<file path="src/rtl/ahb_master_bridge.sv">
// rtl/ahb_master_bridge.sv - single-outstanding valid/ready request to AHB-Lite master bridge
module ahb_master_bridge #(
    parameter logic [3:0] HPROT_VAL    = 4'b0011,
    parameter bit         ERR_ON_BADBE = 1'b1
) (
    input  logic        hclk,
    input  logic        hreset_n,
    input  logic        req_valid,
    output logic        req_ready,
    input  logic        req_write,
    input  logic [31:0] req_addr,
    input  logic [31:0] req_wdata,
    input  logic [3:0]  req_be,
    output logic        rsp_valid,
    output logic [31:0] rsp_rdata,
    output logic        rsp_err,
    output logic [1:0]  htrans,
    output logic        hwrite,
    output logic [2:0]  hsize,
    output logic [2:0]  hburst,
    output logic [3:0]  hprot,
    output logic [31:0] haddr,
    output logic [31:0] hwdata,
    input  logic        hready,
    input  logic [31:0] hrdata,
    input  logic [1:0]  hresp
);

    typedef enum logic [1:0] {S_IDLE, S_ADDR, S_DATA, S_RESP} state_t;

    state_t      state;
    state_t      state_nxt;
    logic        accept;
    logic        be_legal;
    logic [2:0]  be_size;
    logic [1:0]  be_lo;
    logic        unused_addr_lo;

    assign unused_addr_lo = ^req_addr[1:0];
    assign accept         = req_valid & req_ready;
    assign hburst         = 3'b000;
    assign hprot          = HPROT_VAL;

    // Only naturally aligned byte, halfword and word lane patterns map to one AHB transfer.
    always_comb begin
        be_legal = 1'b1;
        be_size  = 3'd0;
        be_lo    = 2'b00;
        case (req_be)
            4'b0001: begin be_size = 3'd0; be_lo = 2'b00; end
            4'b0010: begin be_size = 3'd0; be_lo = 2'b01; end
            4'b0100: begin be_size = 3'd0; be_lo = 2'b10; end
            4'b1000: begin be_size = 3'd0; be_lo = 2'b11; end
            4'b0011: begin be_size = 3'd1; be_lo = 2'b00; end
            4'b1100: begin be_size = 3'd1; be_lo = 2'b10; end
            4'b1111: begin be_size = 3'd2; be_lo = 2'b00; end
            default: be_legal = 1'b0;
        endcase
    end

    always_ff @(posedge hclk) begin
        if (!hreset_n) begin
            state <= S_IDLE;
        end else begin
            state <= state_nxt;
        end
    end

    always_comb begin
        state_nxt = state;
        case (state)
            S_IDLE: if (accept) state_nxt = be_legal ? S_ADDR : S_RESP;
            S_ADDR: if (hready) state_nxt = S_DATA;
            S_DATA: if (hready) state_nxt = S_RESP;
            S_RESP: state_nxt = S_IDLE;
            default: state_nxt = S_IDLE;
        endcase
    end

    always_comb begin
        req_ready = (state == S_IDLE);
        rsp_valid = (state == S_RESP);
        htrans    = (state == S_ADDR) ? 2'b10 : 2'b00;
    end

    always_ff @(posedge hclk) begin
        if (!hreset_n) begin
            hwrite    <= 1'b0;
            hsize     <= 3'd0;
            haddr     <= 32'd0;
            hwdata    <= 32'd0;
            rsp_rdata <= 32'd0;
            rsp_err   <= 1'b0;
        end else begin
            if (accept && be_legal) begin
                hwrite <= req_write;
                hsize  <= be_size;
                haddr  <= {req_addr[31:2], be_lo};
                hwdata <= req_wdata;
            end
            if (accept && !be_legal) begin
                rsp_err <= ERR_ON_BADBE;
            end
            // hresp is only meaningful on the completing cycle; any nonzero code counts as ERROR.
            if (state == S_DATA && hready) begin
                if (!hwrite) begin
                    rsp_rdata <= hrdata;
                end
                rsp_err <= (hresp != 2'b00);
            end
        end
    end

endmodule

</file>
<file path="config.mk">
export PLATFORM = sky130hd
export DESIGN_NAME = ahb_master_bridge
export DESIGN_NICKNAME = d
export VERILOG_FILES = /design/src/rtl/ahb_master_bridge.sv
export SDC_FILE = /design/constraint.sdc
export NUM_CORES = 1
export LEC_CHECK = 0
export CAP_MARGIN = 0
export CORE_MARGIN = 2
export CORE_UTILIZATION = 40
export DETAILED_ROUTE_END_ITERATION = 12
export GPL_TIMING_DRIVEN = 0
export PLACE_DENSITY = 0.81
export SLEW_MARGIN = 20
export SYNTH_ARGS = -nofsm -noshare
export SYNTH_HDL_FRONTEND = slang
export SYNTH_SLANG_ARGS = --single-unit
</file>
<file path="constraint.sdc">
create_clock -name hclk -period 1.7 [get_ports hclk]
set_input_delay 0.425 -clock hclk [delete_from_list [all_inputs] [get_ports hclk]]
set_output_delay 0.425 -clock hclk [all_outputs]
set_load 0.05 [all_outputs]
</file>
# Word level (Yosys, flattened, before mapping)
# Cells that the tools add are included.
[word_totals] ff_bits=103 in_bits=107 out_inout_bits=112 elab_cells=45
[op_classes] n_eq_ne=13 mux=11 bitwise_logic=2 reduce_logical=12
[ops] op="4-bit equality test (second input constant)" count=3
[ops] op="2-bit 2-to-1 mux" count=5
[ops] op="4-bit by 2-bit equality test with 1-bit output (second input constant)" count=2
[ops] op="2-bit one-hot mux with 4 select lines" count=1
[ops] op="7-bit OR reduction" count=1
[ops] op="2-bit one-hot mux with 3 select lines" count=1
[ops] op="2-bit equality test (second input constant)" count=2
[ops] op="4-bit by 1-bit equality test with 1-bit output (second input constant)" count=1
[ops] op="4-bit by 3-bit equality test with 1-bit output (second input constant)" count=1
[ops] op="2-bit inequality test (second input constant)" count=2
[ops] op="2-bit one-hot mux with 2 select lines" count=1
[ops] op="2-bit nonzero test" count=2
[ops] op="2-bit OR reduction" count=2
[ops] op="1-bit logical AND" count=3
[ops] op="1-bit 2-to-1 mux" count=3
[ops] op="3-bit AND reduction" count=1
[ops] op="2-bit by 1-bit equality test with 1-bit output (second input constant)" count=1
[ops] op="2-bit zero test" count=1
[ops] op="2-bit by 1-bit inequality test with 1-bit output (second input constant)" count=1
[ops] op="2-bit AND reduction" count=1
[ops] op="1-bit bitwise AND" count=1
[ops] op="1-bit zero test" count=1
[ops] op="1-bit NOT" count=1

# Logic depth before layout (Yosys ltp)
# Gate-level depths: netlist of the first run.
[logic_depth] word_depth=7 ltp_mapped=8 depth_no_buf=6

# Worst setup path after synthesis of the first run
# OpenSTA, ideal clock, no wires.
[synth_path] path_type="reg2reg" startpoint="register state[0]" endpoint="register haddr[10]" arrival_ps=1795 t_required_ps=1628 path_slack_ps=-167 path_stages_with_launch=8 n_path_buf=2 period_less_slack_ps=1867 cell_sequence="dfxtp_1 > inv_1 > ha_1 > nand2_1 > a21oi_2 > buf_6 > buf_6 > mux2i_1"
[synth_between] elab_chain_len=3
[synth_lines] element="start, declared" line_no="31" text="state_t state;"
[synth_lines] element="start signal, assigned" line_no="65" text="state <= state_nxt;"
[synth_lines] element="2-bit zero test" line_no="81" text="req_ready = (state == S_IDLE);"
[synth_lines] element="named net req_ready" line_no="9" text="output logic req_ready,"
[synth_lines] element="1-bit bitwise AND" line_no="40" text="assign accept = req_valid & req_ready;"
[synth_lines] element="1-bit logical AND" line_no="95" text="if (accept && be_legal) begin"
[synth_lines] element="end signal, assigned" line_no="98" text="haddr <= {req_addr[31:2], be_lo};"
[synth_lines] element="end, declared" line_no="22" text="output logic [31:0] haddr,"
# The timed path passes the listed nets, and every way through them passes these cells.
# A chain may end at the register's enable or synchronous reset.

# Worst setup path after layout of the first run
[layout_path] startpoint="register hwdata[11]" endpoint="output port hwdata[11]"
[layout_rtl] element="start, declared" line_no="23" text="output logic [31:0] hwdata,"
[layout_rtl] element="start signal, assigned" line_no="99" text="hwdata <= req_wdata;"
# No word-level cell between the ends.

==> results.ini, run 1 <==
[status]
status=finished clean

[cells_and_area]
layout-drive-gt1-share_pct=10.7
mostFrequentLayoutCell=nand2_1
fin_cells=843
fin_nets=814
diodes=0
final_util_pct=64.6
final_cell_mix=199 x nand2_1, 100 x dfxtp_1, 99 x clkdlybuf4s50_1
syn2layout_area_growth_pct=58.7

[logic_synthesis]
syn-cell-area_um2=4170
synthDistinctLibCells=30
ys.warnings.count=0
synthCells=477
yosys.area.top_type=dfxtp_1
yosysTopAreaCellShare_pct=49.0
synth_seq_cells=102
ys_top_cells_by_area=dfxtp_1 49%, nand2_1 18%, mux2i_1 16%, a21boi_0 5.8%, clkbuf_1 2.3%
avgSynthCellArea_um2=8.74
ys_seq_area_share_pct=49.0

[timing]
worst_slack_ps=28.7
worst_clock_skew_ps=12.9
tns_ps=0
fin_crit_sh_pct=98.3
max_freq_mhz=598
setup-violations-final=0
slew_headroom_pct=65.2
period_needed_ps=1670
finalMaxSlewViolations=0
rsz0062_at_grt=false
hold_viol_final=0
worst_pin_slew_ps=524

[global_routing]
grt_max_degree=17
antenna_found_initial=0
grt_pass1_wl_um=18900
track_usage_pct=20.9
gr-total-overflow=0
grt_pass1_vias=3917

[clocking]
max-clock-path-buffers=2
cts_tree=built
cts_root_buf=clkbuf_8
cts_hold_buf=0
cts-htree-levels=3
path_clk_slew_ps=90
clkLatencyLatePin_ps=360
cts_sinks=102
numCtsBuffers=9

[floorplanning]
die_area_um2=11300
num_io_pins=219
initial_core_util_pct=40.7
die_x_um=106
die_h_um=106
fp.coreArea_um2=10200
rows=37

[placed_design]
dp_hpwl_um=9070
gp_congestion=0.810
port_buffers=206
post-place-cells=826
dpl_worst_slack_ps=-739

[critical_path]
cp_max_fo=2
criticalPathCategory=register to output pin
path_depth=1
worstPathCellList=dlygate4sd2_1
crit_family=buffers and inverters
path_buf_inv=1
r2r_cells=7
cpPeakStageDelay_ps=550
critPathLaunchType=register
cp_slowest_cell=dlygate4sd2_1
required_ps=1270
cp.arrival_ps=1250
critPathCaptureType=output pin

[power]
vdd_drop_max_v=0.000727
finalPower_mw=6.98
power_density_nw_per_um2=1060
p_leak_nw=2.65

[routing]
drtAntennaViolNets=0
via_per_inst=4.68
wl_um=11700
drt_first_pass_iters=4
dr.first_iter.drc_count=158
wl_per_cell_um=13.9
vias=3948
drcViolationCount=0

[worst_hold_path]
min_path_cells=2
min_path_type=register to register

[job]
max_cap_violations=0

-- routing by layer --
| layer | global-route usage [%] | vias up | part of all wire [%] |
|---|---|---|---|
| li1 | - | 1969 | - |
| met1 | 24.0 | 1810 | 41 |
| met2 | 36.3 | 150 | 49 |
| met3 | 6.62 | 19 | 8.4 |
| met4 | 7.80 | 0 | 2.0 |
| met5 | 0 | - | 0 |
-- cells by family (layout without fill, tap and decap cells) --
group | count (synthesis) | count (layout) | share of synthesized area, %
xor+xnor | 1 | 1 | 0.210
mux | 65 | 65 | 15.6
flops | 102 | 102 | 49.0
buf+inv | 45 | 268 | 5.85
simple gates | 211 | 211 | 19.4
other cells | 2 | 9 | 0.180
compound gates | 46 | 46 | 8.23
fa+ha+maj | 5 | 5 | 1.50
-- flip-flops by register name, summed over array words and instances, names as in the netlist --
name and count:
haddr 32, hwdata 32, rsp_rdata 32, hsize 2
state 2, hwrite 1, rsp_err 1
-- cell type report --
cell class | count | area, um^2
Clock inverter | 5 | 33.8
Multi-Input combinational cell | 337 | 1940
Inverter | 3 | 11.3
Tap cell | 136 | 170
Buffer | 40 | 272
Fill cell | 900 | 3620
Clock buffer | 11 | 151
Sequential cell | 102 | 2040
Timing Repair Buffer | 209 | 1990
-- cell usage after synthesis --
master / number
o32ai_1: 1
o31a_1: 1
buf_6: 4
buf_4: 12
nor2b_1: 1
o211a_1: 1
o31ai_1: 1
a21oi_2: 1
nor2_1: 5
a2bb2oi_1: 1
a31oi_1: 1
mux2i_1: 65
a31o_2: 1
nand3_1: 3
o21ai_1: 1
inv_1: 3
nor4bb_1: 1
or2_2: 1
conb_1: 2
a21oi_1: 2
o21ai_0: 1
dfxtp_1: 102
nand2_1: 199
xor2_1: 1
a41oi_1: 1
a21boi_0: 32
ha_1: 5
nand4_1: 1
o22ai_1: 1
clkbuf_1: 26
-- what timing repair did --
item | in CTS | in global routing
setup endpoints to repair | 203 | 141
resized for setup | 154 | 105
buffers inserted | 3 | 0
pin swaps | 2 | 1
-- power breakdown --
part | internal [mW] | total (mW) | switching (mW)
combinational | 0.965 | 2.72 | 1.76
sequential | 2.67 | 2.82 | 0.155
clock | 0.611 | 1.44 | 0.825
-- through the flow --
step	area [um^2]	hold slack [ps]
after detailed placement	6430	448
final	6610	456
after floorplan	4200	527
after global placement	6430	443
after CTS	6580	458
after global routing	6610	480
-- path summary, 6_finish.rpt --
kind	from	slack [ps]	end
max	hwdata[11]	30	hwdata[11]
min	haddr[0]	460	haddr[0]
max reg2reg	state[0]	140	hwdata[3]
min reg2reg	haddr[0]	460	haddr[0]
(Power assumes the default switching activity.)
==> run 2: changes to the inputs <==
--- a/config.mk
+++ b/config.mk
@@ -9,9 +9,10 @@
 export CORE_MARGIN = 2
 export CORE_UTILIZATION = 40
 export DETAILED_ROUTE_END_ITERATION = 12
+export GPL_ROUTABILITY_DRIVEN = 1
 export GPL_TIMING_DRIVEN = 0
 export PLACE_DENSITY = 0.81
-export SLEW_MARGIN = 20
+export SLEW_MARGIN = 10
 export SYNTH_ARGS = -nofsm -noshare
 export SYNTH_HDL_FRONTEND = slang
 export SYNTH_SLANG_ARGS = --single-unit
==> results of run 2 <==
The final DEF is identical to that of run 1; final timing and power are the same.
